--- src/rtl/gaussian_filter_3x3_if.sv ---
// Pixel stream bundle (data, valid, ready, last) between raster stages.
// A master drives data/valid/last; a slave returns ready and ignores last.
interface gaussian_filter_3x3_if #(
  parameter int PIXEL_BIT_WIDTH = 16
);
  logic [PIXEL_BIT_WIDTH-1:0] TDATA;
  logic                       TVALID;
  logic                       TREADY;
  logic                       TLAST;

  modport master (output TDATA, output TVALID, output TLAST, input TREADY);
  modport slave  (input TDATA, input TVALID, output TREADY);
endinterface

--- src/rtl/gaussian_filter_3x3.sv ---
// Streaming 3x3 Gaussian blur [1 2 1;2 4 2;1 2 1]/16 over the valid region, 1-cycle latency.
// Backpressure: single output register; GAUSS_ROUND_EN selects round-half-up instead of truncation.
module gaussian_filter_3x3 #(
  parameter int PIXEL_BIT_WIDTH = 16,
  parameter int ROWS            = 48,
  parameter int COLS            = 48
) (
  input  logic                  clk,
  input  logic                  reset,
  gaussian_filter_3x3_if.slave  pixel_in,
  gaussian_filter_3x3_if.master pixel_out
);
  localparam int W  = PIXEL_BIT_WIDTH;
  localparam int SW = PIXEL_BIT_WIDTH + 4;
  localparam int CW = $clog2(COLS);
  localparam int RW = $clog2(ROWS);
  localparam logic [CW-1:0] COL_LAST = CW'(COLS - 1);
  localparam logic [RW-1:0] ROW_LAST = RW'(ROWS - 1);

  logic [CW-1:0] col;
  logic [RW-1:0] row;
  logic [W-1:0]  lb0 [COLS];
  logic [W-1:0]  lb1 [COLS];
  logic [W-1:0]  t0, m0, b0, t1, m1, b1;
  logic [W-1:0]  t2, m2, b2;
  logic          out_vld;
  logic [W-1:0]  out_dat;
  logic          out_last;
  logic          in_rdy, in_acc, out_acc, emit;
  logic [SW-1:0] sum, sum_r;
  logic [W-1:0]  result;

  function automatic logic [SW-1:0] vsum(input logic [W-1:0] t, input logic [W-1:0] m,
                                         input logic [W-1:0] b);
    return SW'(t) + (SW'(m) << 1) + SW'(b);
  endfunction

  assign in_rdy  = !out_vld || pixel_out.TREADY;
  assign in_acc  = pixel_in.TVALID && in_rdy;
  assign out_acc = out_vld && pixel_out.TREADY;

  assign t2 = lb1[col];
  assign m2 = lb0[col];
  assign b2 = pixel_in.TDATA;

  assign sum = vsum(t0, m0, b0) + (vsum(t1, m1, b1) << 1) + vsum(t2, m2, b2);
`ifdef GAUSS_ROUND_EN
  assign sum_r = sum + SW'(8);
`else
  assign sum_r = sum;
`endif
  assign result = W'(sum_r >> 4);

  // Stale window taps from the previous row are harmless: c<2 never emits.
  assign emit = in_acc && (row >= RW'(2)) && (col >= CW'(2));

  always_ff @(posedge clk) begin
    if (in_acc) begin
      lb1[col] <= lb0[col];
      lb0[col] <= pixel_in.TDATA;
    end
  end

  always_ff @(posedge clk or posedge reset) begin
    if (reset) begin
      col      <= '0;
      row      <= '0;
      t0       <= '0;
      m0       <= '0;
      b0       <= '0;
      t1       <= '0;
      m1       <= '0;
      b1       <= '0;
      out_vld  <= 1'b0;
      out_dat  <= '0;
      out_last <= 1'b0;
    end else begin
      if (in_acc) begin
        t0 <= t1;
        m0 <= m1;
        b0 <= b1;
        t1 <= t2;
        m1 <= m2;
        b1 <= b2;
        if (col == COL_LAST) begin
          col <= '0;
          row <= (row == ROW_LAST) ? '0 : row + RW'(1);
        end else begin
          col <= col + CW'(1);
        end
      end
      if (emit) begin
        out_vld  <= 1'b1;
        out_dat  <= result;
        out_last <= (row == ROW_LAST) && (col == COL_LAST);
      end else if (out_acc) begin
        out_vld <= 1'b0;
      end
    end
  end

  assign pixel_in.TREADY  = in_rdy;
  assign pixel_out.TVALID = out_vld;
  assign pixel_out.TDATA  = out_dat;
  assign pixel_out.TLAST  = out_last;
endmodule
--- src/flat_wrapper.sv ---
// flat-port wrapper written by rule: the top's interface ports become plain ports
module gaussian_filter_3x3_flat 
#(
  parameter int PIXEL_BIT_WIDTH = 16,
  parameter int ROWS            = 48,
  parameter int COLS            = 48
)
  (clk, reset, pixel_in_TDATA, pixel_in_TVALID, pixel_in_TREADY, pixel_out_TDATA, pixel_out_TVALID, pixel_out_TLAST, pixel_out_TREADY);
  gaussian_filter_3x3_if #(.PIXEL_BIT_WIDTH(PIXEL_BIT_WIDTH)) pixel_in_i ();
  gaussian_filter_3x3_if #(.PIXEL_BIT_WIDTH(PIXEL_BIT_WIDTH)) pixel_out_i ();
  input  logic clk;
  input  logic reset;
  input wire logic [$bits(pixel_in_i.TDATA)-1:0] pixel_in_TDATA;
  input wire logic [$bits(pixel_in_i.TVALID)-1:0] pixel_in_TVALID;
  output wire logic [$bits(pixel_in_i.TREADY)-1:0] pixel_in_TREADY;
  output wire logic [$bits(pixel_out_i.TDATA)-1:0] pixel_out_TDATA;
  output wire logic [$bits(pixel_out_i.TVALID)-1:0] pixel_out_TVALID;
  output wire logic [$bits(pixel_out_i.TLAST)-1:0] pixel_out_TLAST;
  input wire logic [$bits(pixel_out_i.TREADY)-1:0] pixel_out_TREADY;
  assign pixel_in_i.TDATA = pixel_in_TDATA;
  assign pixel_in_i.TVALID = pixel_in_TVALID;
  assign pixel_in_TREADY = pixel_in_i.TREADY;
  assign pixel_out_TDATA = pixel_out_i.TDATA;
  assign pixel_out_TVALID = pixel_out_i.TVALID;
  assign pixel_out_TLAST = pixel_out_i.TLAST;
  assign pixel_out_i.TREADY = pixel_out_TREADY;
  gaussian_filter_3x3 #(.PIXEL_BIT_WIDTH(PIXEL_BIT_WIDTH), .ROWS(ROWS), .COLS(COLS)) u_core (.clk(clk), .reset(reset), .pixel_in(pixel_in_i), .pixel_out(pixel_out_i));
endmodule
--- config.mk ---
export PLATFORM = sky130hd
export DESIGN_NAME = gaussian_filter_3x3_flat
export DESIGN_NICKNAME = d
export VERILOG_FILES = /design/src/rtl/gaussian_filter_3x3_if.sv /design/src/rtl/gaussian_filter_3x3.sv /design/src/flat_wrapper.sv
export SDC_FILE = /design/constraint.sdc
export NUM_CORES = 2
export LEC_CHECK = 0
export BUFFER_PORTS_ARGS = -buffer_cell sky130_fd_sc_hd__buf_4
export CAP_MARGIN = 0
export CORE_MARGIN = 8
export CORE_UTILIZATION = 65
export CTS_CLUSTER_DIAMETER = 200
export DETAILED_ROUTE_END_ITERATION = 8
export MAX_ROUTING_LAYER = met4
export PLACE_DENSITY = 0.79
export SYNTH_ARGS = -nofsm -noshare
export SYNTH_HDL_FRONTEND = slang
export SYNTH_SLANG_ARGS = --single-unit
export TNS_END_PERCENT = 30
--- constraint.sdc ---
create_clock -name clk -period 18.6 [get_ports clk]
set_clock_uncertainty 0.05 [all_clocks]
set_input_delay 2.79 -clock clk [delete_from_list [all_inputs] [get_ports clk]]
set_output_delay 2.79 -clock clk [all_outputs]
set_load 0.1 [all_outputs]
==> out/qor.txt <==
Post-Synth Simple-Gate Area = 0.0493
Largest cells by area after synthesis = edfxtp_1 68%, dfrtp_1 4.6%, a221oi_1 3.2%
Fin crit period = 10.52 ns
RePlAce Congestion = 0.921
Largest family of logic cells by synthesized area = compound AO/OA/AOI/OAI gates
Core area = 0.104 mm²
Critical path buffer and inverter count = 5
Mux cell area share after synthesis = 0.0621
Root Driver = clkbuf_16
Die H = 340 µm
Total of max-cap violations = 0
Share of post-route cells with drive strength above 1 = 0.132
Clock slew at reported path FFs = 0.06 ns
Via count = 43491
Arr. time, crit path = 11.07 ns
Final nets = 4622
Max Slew Vio Count = 0
Sinks on the clock net = 1662
Min-delay worst type = flip-flop to flip-flop
H-Tree Depth = 4
Cells after Synth = 4378
Final HPWL DP = 111 mm
Initial antenna violation count = 6
Synth cell types = 79
# setup viols final = 0
Reg2Reg Launch Point = u_core.col[1]
Post-synth top area share = 0.677
Post-CTS resize count = 0
CP peak stage delay = 0.77 ns
Syn nets = 4539
Outcome = finished, final reports clean
Adder-cell share of the synthesized area = 0.0315
Crit Path Class = flip-flop to flip-flop
FMAX = 0.0951 GHz
DR WL/cell = 34.4 µm
CP top delay family = compound AO/OA/AOI/OAI gates
Synthesized cell area = 0.0682 mm²
Clock buffer depth = 3
IO buf count = 38
Congestion Overflow GR = 0
Synth Area in XOR/XNOR = 0.00925
CTS buffer count = 160
Cell row count = 118
Final ANT Viol Nets = 0
Worst-margin pin slew = 1.20 ns
Post-synth EDFFs = 1536
Die Span X = 340 µm
Starting Density = 0.657
Die area = 0.115 mm²
DR vias/cell = 7.28
Fin crit share = 0.565
Pre-Repair DR Iteration Count = 8
Pin count of the biggest net entering global routing = 121
Register area share after synthesis = 0.723
Count leader, synth = edfxtp_1
Hold_sp = u_core.pixel_out.TDATA[5]
Post-synth top cells = 1536 x edfxtp_1, 404 x nand2_1, 250 x nor2_1
Post-CTS setup buffer count = 0
Worst-Skew Late Latency = 0.78 ns
Total track usage = 0.359
Asr flop ratio synth = 0.0758
Synth Area in Compound Gates = 0.101
Critical Path Fanout Max = 50
RSZ-0062 raised after global routing = no
Non-Filler Instances = 5975
First-pass GRT wire length = 293 mm
Rel. slew slack = 0.195
Slowest CP cell = nand2_2
Synthesis-to-layout area growth = 11.0%
Final routed DRC violation total = 0
Hold-fix buffers, CTS = 0
Setup crit end kind = flip-flop
Startpoint types = flip-flop
Final setup TNS = 0 ns
Area leader, netlist = edfxtp_1
Vias in the first global route = 42522
Syn avg cell area = 15.6 µm²
CP most frequent cell = fa_1
Clock tree from TritonCTS = built
Worst reg2reg setup slack = 8.08 ns
Cell count after placement = 5679
Yosys warning count = 0
Hold Vio Cnt, Final = 0
Post-synth top flop = edfxtp_1
CP startpoint = u_core.col[1]
Initial DRC count = 7629
# IOs = 39
FF+latch count, synth = 1662
Worst EP required = 19.16 ns
DRT Wirelength = 206 mm
placed cells by master (no fill, tap or decap), types with 9 or more instances in the layout:
cell type  count
or3_1         13
mux2_2        80
clkbuf_16    163
a22o_1        35
o22ai_1       42
mux4_2        39
inv_1        108
clkinv_2      22
nor2_4        55
mux2_1        91
o21a_1        11
o21ai_1       36
buf_4        169
xnor2_1       40
a211o_1       15
a221o_1       22
a31oi_1       28
mux2i_1      143
a22oi_1       97
a221oi_1     246
clkinv_1      36
ha_1          90
dfrtp_1      121
fa_1          51
a21oi_1      227
bufinv_16     14
nand3_1       35
nand2_1      402
nand4_1       21
xor2_1        32
nor3_1        25
o21ai_0      126
nor2_1       193
a21o_1         9
nand2b_1      11
clkbuf_1      41
edfxtp_1    1536
path summary, 6_finish.rpt:
check / cells after the start / end
worst min-delay path: 2 / u_core.pixel_out.TDATA[5]
worst min register to register: 2 / u_core.pixel_out.TDATA[5]
worst max-delay path: 33 / u_core.pixel_out.TDATA[15]
min in group asynchronous: 2 / u_core.b0[1]
max in group asynchronous: 3 / u_core.col[0]
worst max register to register: 33 / u_core.pixel_out.TDATA[15]
layer usage:
metal | track usage | routed length, µm | vias up | share of wire
met5 | - | 0 | - | 0
met4 | 0.225 | 15400 | 0 | 0.075
met3 | 0.0898 | 30500 | 910 | 0.15
met2 | 0.528 | 91600 | 4183 | 0.45
met1 | 0.450 | 68100 | 21127 | 0.33
li1 | - | - | 17271 | -
cell families (layout without fill, tap and decap cells):
group | after synthesis | count (layout)
other cells | 0 | 6
flops | 1662 | 1662
mux | 353 | 353
buf+inv | 365 | 576
xor+xnor | 72 | 72
fa+ha+maj | 141 | 141
simple gates | 804 | 804
compound gates | 981 | 981
worst reg2reg max path: cells and delay by family (launching register included):
kind                       cells  cell delay (ns)
AOI/OAI and AO/OA             15             3.17
muxes                          1             0.41
and+or+nand+nor                5             2.01
xor gates and xnor gates       2             0.27
DFF                            1             0.68
buffers and inverters          5             1.32
adders and majority gates      5             2.47
sequential cells by signal, summed over array words and instances (netlist names):
signal,cells
u_core.t0,16
u_core.row,6
u_core.b0,16
u_core.col,6
u_core.pixel_out.TLAST,1
u_core.b1,16
u_core.lb0,768
u_core.t1,16
u_core.lb1,768
u_core.m0,16
u_core.pixel_out.TDATA,16
u_core.m1,16
u_core.pixel_out.TVALID,1
metrics by stage:
stage               utilization  cell area, µm²  setup slack (ns)  hold WS (ns)
detailed placement        0.680           70600              8.32         0.421
floorplan                     -           68200             10.45         0.388
CTS                       0.729           75600              8.28         0.436
global route              0.729           75600              7.71         0.454
global placement          0.680           70600              8.58         0.401
finish                    0.729           75700              8.08         0.433
layout make-up:
class | count | area [µm²]
sequential | 1662 | 49300
fill | 6083 | 28100
multi-input combinational | 2351 | 17800
clock buffer | 205 | 4250
tap | 1380 | 1730
timing repair buffer | 172 | 1330
clock inverter | 85 | 841
inverter | 114 | 438
antenna | 6 | 15.0
Power is left out: the tool's default activity adds up to more than one toggle a clock period on the data nets, which glitch-free logic cannot reach.
